### src/rtl/resistor_capacitor_low_pass_filter_cascade.sv
// Time-multiplexed cascade of first-order RC low-pass sections sharing one multiplier.
// Each accepted sample walks through every stage; the final stage output is published with a one-cycle out_valid.
module resistor_capacitor_low_pass_filter_cascade #(
  parameter int SAMPLE_RATE    = 48000,
  parameter int R              = 47000,
  parameter int C_35_SHIFTED   = 1615,
  parameter int STAGES         = 2,
  parameter int ALPHA_OVERRIDE = 0
) (
  input  logic               clk,
  input  logic               I_RST,
  input  logic               audio_clk_en,
  input  logic signed [15:0] in,
  output logic signed [15:0] out,
  output logic               out_valid,
  output logic               busy,
  output logic               overrun,
  output logic [1:0]         dbg_state_o
);

  localparam logic [63:0] DT32       = (64'd1 << 32) / 64'(SAMPLE_RATE);
  localparam logic [63:0] RC32       = (64'(R) * 64'(C_35_SHIFTED)) >> 3;
  localparam logic [63:0] ALPHA_CALC = (DT32 << 16) / (RC32 + DT32);
  localparam logic [15:0] ALPHA      = (ALPHA_OVERRIDE != 0) ? 16'(ALPHA_OVERRIDE) : ALPHA_CALC[15:0];
  localparam int          KW         = (STAGES > 1) ? $clog2(STAGES) : 1;
  localparam logic [KW-1:0] LAST     = KW'(STAGES - 1);

  typedef enum logic [1:0] {IDLE = 2'd0, MUL = 2'd1, UPD = 2'd2, DONE = 2'd3} state_t;

  state_t             state_q;
  logic [KW-1:0]      k_q;
  logic signed [15:0] x_q;
  logic signed [15:0] y_q [STAGES];
  logic signed [33:0] prod_q;
  logic signed [15:0] out_q;
  logic               out_valid_q;
  logic               busy_q;
  logic               overrun_q;

  logic signed [15:0] y_cur;
  logic signed [16:0] diff;
  logic signed [33:0] prod_d;
  logic signed [17:0] sum;
  logic signed [15:0] y_d;

  // Handshake: audio_clk_en is a single-cycle strobe accepted only in IDLE;
  // out_valid is a single-cycle pulse, and out holds its value between pulses.
  always_comb begin
    y_cur  = y_q[k_q];
    diff   = {x_q[15], x_q} - {y_cur[15], y_cur};
    prod_d = $signed({1'b0, ALPHA}) * diff;
    sum    = {{2{y_cur[15]}}, y_cur} + prod_q[33:16];
    y_d    = sum[15:0];
    if (sum > 18'sd32767) begin
      y_d = 16'sh7fff;
    end else if (sum < -18'sd32768) begin
      y_d = -16'sh8000;
    end
  end

  always_ff @(posedge clk or posedge I_RST) begin
    if (I_RST) begin
      state_q     <= IDLE;
      k_q         <= '0;
      x_q         <= '0;
      prod_q      <= '0;
      out_q       <= '0;
      out_valid_q <= 1'b0;
      busy_q      <= 1'b0;
      overrun_q   <= 1'b0;
      for (int s = 0; s < STAGES; s++) begin
        y_q[s] <= '0;
      end
    end else begin
      out_valid_q <= 1'b0;
      if (audio_clk_en && (state_q != IDLE)) begin
        overrun_q <= 1'b1;
      end
      case (state_q)
        IDLE: begin
          if (audio_clk_en) begin
            x_q     <= in;
            k_q     <= '0;
            busy_q  <= 1'b1;
            state_q <= MUL;
          end
        end
        MUL: begin
          prod_q  <= prod_d;
          state_q <= UPD;
        end
        UPD: begin
          y_q[k_q] <= y_d;
          x_q      <= y_d;
          if (k_q == LAST) begin
            state_q <= DONE;
          end else begin
            k_q     <= k_q + 1'b1;
            state_q <= MUL;
          end
        end
        DONE: begin
          out_q       <= y_q[STAGES-1];
          out_valid_q <= 1'b1;
          busy_q      <= 1'b0;
          state_q     <= IDLE;
        end
        default: state_q <= IDLE;
      endcase
    end
  end

  assign out         = out_q;
  assign out_valid   = out_valid_q;
  assign busy        = busy_q;
  assign overrun     = overrun_q;
  assign dbg_state_o = state_q;

endmodule

### config.mk
export PLATFORM = sky130hd
export DESIGN_NAME = resistor_capacitor_low_pass_filter_cascade
export DESIGN_NICKNAME = d
export VERILOG_FILES = /design/src/rtl/resistor_capacitor_low_pass_filter_cascade.sv
export SDC_FILE = /design/constraint.sdc
export NUM_CORES = 1
export LEC_CHECK = 0
export ABC_AREA = 1
export CAP_MARGIN = 10
export CORE_MARGIN = 2
export CORE_UTILIZATION = 65
export DETAILED_ROUTE_END_ITERATION = 6
export PLACE_DENSITY = 0.93
export SETUP_SLACK_MARGIN = 0.02
export SKIP_LAST_GASP = 1
export SYNTH_ARGS = -nofsm -noshare
export SYNTH_HDL_FRONTEND = slang
export SYNTH_SLANG_ARGS = --single-unit
### constraint.sdc
create_clock -name clk -period 10.4 [get_ports clk]
set_input_delay 3.12 -clock clk [delete_from_list [all_inputs] [get_ports clk]]
set_output_delay 3.12 -clock clk [all_outputs]
set_load 0.1 [all_outputs]
==> metrics.txt <==
status=finished with violations; failing checks=design-rule violations; crit path max fanout=33; most numerous cell in the Yosys netlist=nand2_1; Post-CTS Hold Buffers=0; Arr. time, crit path=6.71 ns; Synth Net Count=1214; Synth area leader=dfrtp_1; Final setup viols=0; setup bufs post-CTS=0; via count=around 7300; setup tns final=0 ns; row count=39; Synth Area in Compound Gates=between 10% and 20%; Syn Area/Cell=around 7.2 um2; Layout fillers=between 800 and 900; area of the multi-input gates=4986 um2; CTS clk-pin slew, worst paths=0.07 ns; dpl hpwl=around 15000 um; Mapped Cells=1079; Total Wirelength=roughly 21000 um; share of layout cells above drive strength 1=6.547%; core footprint=11520 um2; CTS H-tree depth=3; DR WL/cell=16.55 um; NumNets Final=about 1200; Seq/Total Area, Yosys=26.51%; post-synthesis adder-cell area fraction=21.76%; Die Area=12800 um2; ranking of synthesized cells by area=dfrtp_1, nand2_1, ha_1; asr flop ratio synth=100.0%; Yosys cell types=43; Synth Area in Simple Gates=28.80%; Min-Delay Path Class=reg -> reg; CTS tree=done; Max-Cap Viols=0; mux cell area share after synthesis=0%; top_reg_cell synth=dfrtp_1; Worst slew margin=29.33%; fin crit share=62.21%; I/O Buffers=39; number of synthesized flops with an enable pin=0; via/cell ratio=5.827; worst setup path class=reg -> reg; XOR/XNOR Fraction of Synth Area=3.701%; CP required=10.64 ns; Die Height=113.1 um; CP Capture Type=register; Setup crit start kind=register; Seq. cell area=2052 um2; gr usage total=around a third; Resized cells post-CTS=0; initial antenna violation count=0; root buffer cell=clkbuf_16; Initial Util=67.22%; post-synth top area share=26.51%; Layout Area Growth over Synthesis=9.795%; CTS Sinks=slightly above 80; first-pass GRT wire length=34100 um; Hold Fails Final Rpt=0; largest net degree at the start of global routing=83; Max Slew Vio Count=0; drt pass-1 iters=7; DRC errors left=6; clock tree buffer depth=2; io pins=40; RSZ-0062 raised after global routing=no; # diodes=0; Tmin final=about 6.5 ns; worst-margin pin slew=1.059 ns; Skew-Pair Late Insertion Delay=0.35 ns; Syn. warnings=0; synthesized flop and latch total=82; Fmax achieved=154.6 MHz; mapped cell area=between 7000 and 8000 um2; Final ANT Viol Nets=0; vias in the first global route=between 7000 and 8000; Clock Skews=0.01245 ns; largest family of logic cells by synthesized area=simple AND/OR/NAND/NOR gates; GRT overflow=0; Commonest cells post-synth=nand2_1, inv_1, ha_1, dfrtp_1, nor2_1; Die Wd=113.1 um; total CTS buffers=9; initial DRC count=820; gp weighted congestion=roughly 0.95
[logic make-up (layout without fill, tap and decap cells)]
group	Yosys count	in the layout
buf+inv	176	212
compound gates	142	142
fa+ha+maj	116	116
simple gates	532	532
flops	82	82
xor+xnor	31	31
[layer usage]
metal  up-vias  global-route usage, %  share of wire, %
li1       3488                      -                 -
met1      3376                  43.38                40
met2       386                  53.49                47
met3        80                  7.445               8.6
met4         0                  15.28               4.4
met5         -                      0                 0
[flip-flops by register name (all words and copies together) (netlist names)]
signal and count:
y_q 32, out 16, x_q 16, prod_q 12, dbg_state_o 2, busy 1, k_q 1, out_valid 1
overrun 1
[worst paths after layout]
| kind | start | endpoint | slack, ns | depth (start not counted) |
|---|---|---|---|---|
| hold reg to reg | overrun | overrun | 0.47 | 2 |
| setup / recovery | k_q | prod_q[24] | 3.93 | 27 |
| hold / removal | overrun | overrun | 0.47 | 2 |
| max in group asynchronous | I_RST | out[10] | 6.30 | 3 |
| min in group asynchronous | I_RST | x_q[1] | 3.41 | 3 |
| setup reg to reg | k_q | prod_q[24] | 3.93 | 27 |
[layout by cell type, fill, tap and decap left out, types with 2 or more instances in the layout]
cell / n
clkdlybuf4s50_1: 39
xor2_1: 18
fa_1: 31
inv_6: 3
inv_1: 145
o21ai_1: 9
nand3b_1: 3
clkbuf_16: 9
xnor2_1: 11
nand4_1: 4
nor2_1: 79
nor3_1: 5
o21ai_0: 59
a31o_2: 2
a21o_1: 2
o211ai_1: 2
nand2_2: 22
a21oi_1: 52
and3_1: 2
a31oi_1: 2
o21ai_2: 4
nor4_1: 3
a21boi_0: 2
dfrtp_1: 82
nand3_1: 57
o21bai_1: 4
inv_2: 7
nand2_1: 342
clkinv_2: 2
nor2_2: 5
nand3_2: 6
ha_1: 85
clkinvlp_4: 2
buf_4: 2
[cell type report]
| class | instances | area share, % |
|---|---|---|
| Multi-Input combinational cell | 821 | 58.66 |
| Sequential cell | 82 | 24.14 |
| Inverter | 154 | 6.816 |
| Timing Repair Buffer | 42 | 4.946 |
| Clock buffer | 9 | 2.650 |
| Tap cell | 143 | 2.105 |
| Clock inverter | 7 | 0.6772 |
[worst max-delay path, cell delays in order, from the launching register on]
cell and delay (ns):
dfrtp_1 1.03, inv_1 0.23, nand2_1 0.11, nand2_1 0.09, ha_1 0.21, inv_1 0.12, fa_1 0.26, nand2_2 0.10
a21oi_4 0.21, nand3_1 0.10, nand3b_1 0.12, xor2_1 0.44, ha_1 0.34, ha_1 0.32, fa_1 0.54, inv_1 0.06
fa_1 0.53, inv_1 0.04, ha_1 0.34, nand2_1 0.14, inv_1 0.05, a21oi_1 0.20, o21ai_0 0.10, a31oi_1 0.18
nand3_1 0.11, or2_2 0.28, nand3_1 0.07, nand2_1 0.05
[per-stage QoR]
stage	setup slack (ns)	hold slack, ns	util [%]	cells	area [um2]
4_1_cts	4.006	0.4783	73.67	1257	8484
5_1_grt	3.442	0.5049	73.80	1258	8499
3_5_place_dp	4.191	0.4627	71.22	1241	8202
2_1_floorplan	5.172	0.4436	-	1079	7741
3_3_place_gp	4.281	0.4549	71.22	1241	8202
6_report	3.931	0.4747	73.80	1258	8499
Power is left out: the tool's default activity adds up to more than one toggle a clock period on the data nets, which glitch-free logic cannot reach.
